===== src/rtl/pwl_alu_scheduler.sv =====
// Frame sequencer for the shared PWL synth ALU: one {chan, op} slot per cycle per sample tick,
// with CPU register-write windows granted only between frames and a sticky overrun flag.
module pwl_alu_scheduler #(
  parameter int NUM_CHANNELS = 4,
  parameter int CHAN_BITS    = 2
) (
  input  logic                    clk,
  input  logic                    rst_n,
  input  logic                    sample_tick,
  input  logic [NUM_CHANNELS-1:0] chan_en,
  input  logic                    alu_stall,
  input  logic                    cpu_wr_req,
  input  logic                    overrun_clr,
  output logic                    alu_valid,
  output logic [1:0]              alu_op,
  output logic [CHAN_BITS-1:0]    alu_chan,
  output logic                    cpu_wr_ack,
  output logic                    busy,
  output logic                    frame_done,
  output logic                    overrun
);

  typedef enum logic [1:0] {
    IDLE  = 2'd0,
    GRANT = 2'd1,
    RUN   = 2'd2
  } state_t;

  state_t                    state, state_nxt;
  logic [CHAN_BITS+1:0]      cnt, cnt_nxt;
  logic                      tick_pending, pending_nxt;
  logic [NUM_CHANNELS-1:0]   en_latched, en_nxt;
  logic                      frame_done_r, frame_done_nxt;
  logic                      overrun_r, overrun_nxt;
  logic                      advance;
  logic                      in_run;

  assign in_run     = (state == RUN);
  assign alu_chan   = cnt[CHAN_BITS+1:2];
  assign alu_op     = cnt[1:0];
  assign alu_valid  = in_run & en_latched[alu_chan];
  assign busy       = in_run;
  assign cpu_wr_ack = (state == GRANT);
  assign frame_done = frame_done_r;
  assign overrun    = overrun_r;

  // Disabled slots never stall: alu_valid is low there, so the slot always advances.
  assign advance = ~(alu_valid & alu_stall);

  always_ff @(posedge clk or negedge rst_n) begin
    if (!rst_n) begin
      state        <= IDLE;
      cnt          <= '0;
      tick_pending <= 1'b0;
      en_latched   <= '0;
      frame_done_r <= 1'b0;
      overrun_r    <= 1'b0;
    end else begin
      state        <= state_nxt;
      cnt          <= cnt_nxt;
      tick_pending <= pending_nxt;
      en_latched   <= en_nxt;
      frame_done_r <= frame_done_nxt;
      overrun_r    <= overrun_nxt;
    end
  end

  always_comb begin
    state_nxt      = state;
    cnt_nxt        = cnt;
    pending_nxt    = tick_pending;
    en_nxt         = en_latched;
    frame_done_nxt = 1'b0;

    case (state)
      IDLE: begin
        if (cpu_wr_req) begin
          state_nxt   = GRANT;
          pending_nxt = tick_pending | sample_tick;
        end else if (sample_tick | tick_pending) begin
          state_nxt   = RUN;
          cnt_nxt     = '0;
          en_nxt      = chan_en;
          pending_nxt = 1'b0;
        end
      end
      GRANT: begin
        if (tick_pending | sample_tick) begin
          state_nxt   = RUN;
          cnt_nxt     = '0;
          en_nxt      = chan_en;
          pending_nxt = 1'b0;
        end else begin
          state_nxt = IDLE;
        end
      end
      RUN: begin
        if (advance) begin
          cnt_nxt = cnt + 1'b1;
          if (&cnt) begin
            state_nxt      = IDLE;
            frame_done_nxt = 1'b1;
          end
        end
      end
      default: state_nxt = IDLE;
    endcase
  end

  // A tick is an overrun when a frame is running or one is already queued; set beats clear.
  always_comb begin
    overrun_nxt = (sample_tick & (in_run | tick_pending)) | (overrun_r & ~overrun_clr);
  end

endmodule

===== config.mk =====
export PLATFORM = sky130hd
export DESIGN_NAME = pwl_alu_scheduler
export DESIGN_NICKNAME = d
export VERILOG_FILES = /design/src/rtl/pwl_alu_scheduler.sv
export SDC_FILE = /design/constraint.sdc
export NUM_CORES = 1
export LEC_CHECK = 0
export ABC_AREA = 1
export CAP_MARGIN = 5
export CORE_AREA = 2 2 42 44
export CTS_CLUSTER_DIAMETER = 30
export DETAILED_ROUTE_END_ITERATION = 7
export DIE_AREA = 0 0 44 46
export PLACE_DENSITY_LB_ADDON = 0.12
export SLEW_MARGIN = 25
export SYNTH_ARGS = -nofsm -noshare
export SYNTH_HDL_FRONTEND = slang
export SYNTH_SLANG_ARGS = --single-unit

===== constraint.sdc =====
create_clock -name clk -period 1.45 [get_ports clk]
set_clock_uncertainty 0.2 [all_clocks]
set_input_delay 0.29 -clock clk [delete_from_list [all_inputs] [get_ports clk]]
set_output_delay 0.29 -clock clk [all_outputs]
set_load 0.01 [all_outputs]

[After elaboration in Yosys (flattened, before gate mapping)]
Index checks and enable logic that the tools add are counted.
Storage, ports and cells
  flip-flop bits (word level): 13
  latch bits: 0
  memory bits (writable): 0
  bits in read-only memories: 0
  input port bits: 10
  output and inout bits: 9
  word-level logic and storage cells: 50
  memories kept: 0
Cells by class
  $add $sub $neg: 1
  multiply operators: 0
  divide/modulo/power cells: 0
  order comparisons: 1
  eq/ne operators: 6
  shift-type cells: 0
  multiplexer cells: 21
  bitwise logic cells: 8
  reduce and logical (&&, ||, !) cells: 7
Operators with widths (number)
  two-way mux 4 bit: 5
  one-hot mux 4 bit (3 select lines): 1
  two-way mux 2 bit: 5
  one-hot mux 4 bit (2 select lines): 1
  two-way mux 1 bit: 6
  one-hot mux 2 bit (3 select lines): 1
  AND reduction 3 bit: 2
  adder 4 x 1 -> 4 bit (second input constant): 1
  AND 1 bit: 4
  inequality test 2 bit (second input constant): 2
  AND reduction 4 bit: 1
  < comparator 2 x 3 -> 1 bit (second input constant): 1
  inequality test 3 bit (second input constant): 1
  OR 1 bit: 3
  nonzero test 3 bit: 1
  binary-select mux 1 bit (select 2 bit): 1
  == test 2 x 1 -> 1 bit (second input constant): 1
  == test 2 bit (second input constant): 1
  zero test 2 bit: 1
  inequality test 2 x 1 -> 1 bit (second input constant): 1
  one-hot mux 1 bit (2 select lines): 1
  AND reduction 2 bit: 1
  nonzero test 2 bit: 1
  NOT 1 bit: 1

[Logic depth before layout (Yosys ltp)]
  depth after elaboration: 6
  mapped depth: 8

[Worst setup path after synthesis]
OpenSTA, ideal clock, no wires.
  path kind: flip-flop to output port
  start: reg cnt[2]
  end: out alu_valid
  arrival time: 0.914 ns
  required time: 0.960 ns
  setup slack: 0.046 ns
  stages on the path, launching flop included: 5
  cell sequence: dfrtp_1 inv_1 nand2_1 nand3_2 a21oi_1
On the way
  longest elaborated chain between the ends: 3
Ends and longest elaborated chain
  from (decl): line 30  | logic [CHAN_BITS+1:0] cnt, cnt_nxt;
  from (signal assigned): line 60  | cnt <= cnt_nxt;
  binary-select mux 1 bit (select 2 bit): line 41  | assign alu_valid = in_run & en_latched[alu_chan];
  two-way mux 1 bit (implied by the code): line 41
  AND 1 bit: line 41
  to (decl): line 14  | output logic alu_valid,
No other way between the ends. The select of a mux whose other input is x is not followed.

[Worst setup path after layout]
  start: reg state[0]
  end: out alu_valid
On the way
  longest elaborated chain between the ends: 2
Ends and longest elaborated chain
  from (decl): line 29  | state_t state, state_nxt;
  from (signal assigned): line 59  | state <= state_nxt;
  == test 2 bit: line 38  | assign in_run = (state == RUN);
  AND 1 bit: line 41
No other way between the ends.

==> impl_metrics.json <==
{
  "status": "complete, but fails checks",
  "violations": "setup timing",
  "synth_area_per_cell_um2": 8.32,
  "dp_hpwl_um": 1020,
  "drcViolationCount": 0,
  "final_cell_mix": "buf_4 (18), nand2_1 (13), dfrtp_1 (12), inv_1 (10)",
  "rrSetupSlack_ns": -0.12,
  "cts_sinks": 13,
  "fill_cells": 123,
  "setup_slack_ns": -0.240,
  "holdCritPathClass": "in2async",
  "slowest_stage": "dfrtp_2",
  "gr-total-overflow": 0,
  "worst_pin_slew_ns": 0.279,
  "syn2layout_area_growth_pct": 75.8,
  "ctsHtreeMaxLevel": 1,
  "avgViaCountPerCell": 4.65,
  "totalWireLength_um": 1560,
  "num-nets-final": 139,
  "peakVddDrop_mv": 1.14,
  "drt_iter0_markers": 7,
  "ios": 19,
  "design.core.area_um2": 1610,
  "grt_max_degree": 14,
  "synth.largest_area_cell": "dfrtp_1",
  "cpPeakStageDelay_ns": 0.42,
  "rsz0062_at_grt": "true",
  "power_density_nw_per_um2": 2060,
  "cp_data_arrival_time_ns": 1.20,
  "crit_type": "reg2out",
  "synth_area_leaders": "dfrtp_1 (49%), nand2_1 (10%), nor2_1 (6.2%), inv_1 (5.6%), nand3_1 (4.5%)",
  "synth_seq_area_share_pct": 48.9,
  "hold_violations": 0,
  "io_buffers": 18,
  "cp-end-kind": "primary output",
  "grt_antenna_before_repair": 0,
  "floorplan.rows": 15,
  "synth.distinct_cells": 17,
  "fin_crit_sh_pct": 117,
  "max_slew_margin_pct": 81.3,
  "max_cap_viol_count": 0,
  "power.leakage_nw": 0.606,
  "crit_required_ns": 0.96,
  "setup_viol": 12,
  "cts_made_buffers": 3,
  "finalWeightedCongestion": 0.728,
  "pre_cts_ws_ns": -0.299,
  "postRouteAntennaNets": 0,
  "synthCells": 80,
  "max_freq_mhz": 592,
  "synth-seq-cells": 13,
  "synth_area_um2": 666,
  "crit_path_cell_trace": "buf_6, nor2_8, inv_2, a21oi_2, buf_2",
  "drive_above_1_share_pct": 44.9,
  "fp.dieArea_um2": 2020,
  "cts_root_buffer": "clkbuf_4",
  "die_h_um": 46,
  "cp-start-kind": "register",
  "syn_nets": 91,
  "place_inst": 132,
  "cts.path.max_buffers": 2,
  "via_count": 669,
  "synth_top_area_share_pct": 48.9,
  "fin_cells": 144,
  "cts.clk_slew.worst_paths_ns": 0.08,
  "critPathBufInv": 3,
  "track_usage_pct": 16.5,
  "antenna_cells": 0,
  "wire_per_inst_um": 10.8,
  "final_common_cell": "buf_4",
  "slew_viol_final": 0,
  "cts_tree": "built",
  "grt_pass1_wl_um": 2380,
  "first_global_vias": 564,
  "drt-pass1-iter-count": 4,
  "die-width_um": 44,
  "start_util_pct": 41.2,
  "ys_warn_count": 0,
  "crit_fanout": 2,
  "critPathTopFamily": "flip-flops",
  "fin_crit_ns": 1.69,
  "clk-insertion-delay-late_ns": 0.28
}
==> stage by stage <==
| step | total power (W) | area [µm²] | setup TNS (ns) | util [%] | hold WS [ns] |
|---|---|---|---|---|---|
| after floorplan | 0.00127 | 666 | 0 | - | -0.206 |
| after global placement | 0.00191 | 1010 | -2.31 | 62.4 | 0.290 |
| after detailed placement | 0.00192 | 1010 | -2.40 | 62.4 | 0.300 |
| after CTS | 0.00222 | 1080 | -0.542 | 66.8 | 0.116 |
| after global routing | 0.00259 | 1170 | -1.91 | 72.5 | 0.123 |
| final | 0.00241 | 1170 | -1.37 | 72.5 | 0.115 |
==> state kept, by name (all words and copies together) (netlist names) <==
register	count
cnt	4
en_latched	4
frame_done	1
overrun	1
state	2
tick_pending	1
==> Yosys cell counts <==
master    instances
a21oi_1           5
clkinv_1          2
dfrtp_1          13
ha_1              1
inv_1            10
inv_2             2
nand2_1          18
nand2_2           3
nand2_4           1
nand3_1           6
nand3_2           2
nand3_4           1
nor2_1           11
nor2_8            1
o21ai_0           1
o21ai_1           2
xor2_1            1
==> per-layer routing <==
layer	vias up	global-route usage [%]	wire length [µm]	part of all wire [%]
li1	343	-	-	-
met1	300	21.2	663	43
met2	19	27.4	795	51
met3	7	3.97	76	4.9
met4	0	5.45	21	1.3
met5	-	0	0	0
==> path summary, 6_finish.rpt <==
path                                   start  cells after the start            to
worst max-delay path                state[0]                      5     alu_valid
worst min-delay path                   rst_n                      2       overrun
worst max register to register      state[1]                      9        cnt[2]
worst min register to register  tick_pending                      2  tick_pending
max in group asynchronous              rst_n                      2      state[0]
min in group clk                tick_pending                      2  tick_pending
==> power by group <==
group / total (W) / internal, W / switching [W]
clock: 0.000233 / 0.000107 / 0.000127
sequential: 0.000583 / 0.000510 / 0.0000725
combinational: 0.00160 / 0.000836 / 0.000763
==> layout make-up <==
| class | count | area, µm² | area share, % |
|---|---|---|---|
| clock buffers | 4 | 26.3 | 2.25 |
| flip-flops and latches | 13 | 327 | 27.9 |
| repair buffers | 43 | 395 | 33.8 |
| inverters | 14 | 52.6 | 4.49 |
| well taps | 17 | 21.3 | 1.82 |
| multi-input cells | 53 | 348 | 29.7 |
==> logic make-up after synthesis <==
| kind of cell | after synthesis | synth area share (%) |
|---|---|---|
| simple gates | 43 | 34.0 |
| buf+inv | 14 | 7.90 |
| flops | 13 | 48.9 |
| compound gates | 8 | 6.01 |
| xor+xnor | 1 | 1.32 |
| fa+ha+maj | 1 | 1.88 |
==> what timing repair did <==
action                     4_1_cts  5_1_grt
pin swaps                        5        5
hold buffers                     0        0
setup endpoints to repair        9       17
setup buffers                    5        5
gates resized for setup         35       21
Power figures use the tool's default switching activity.
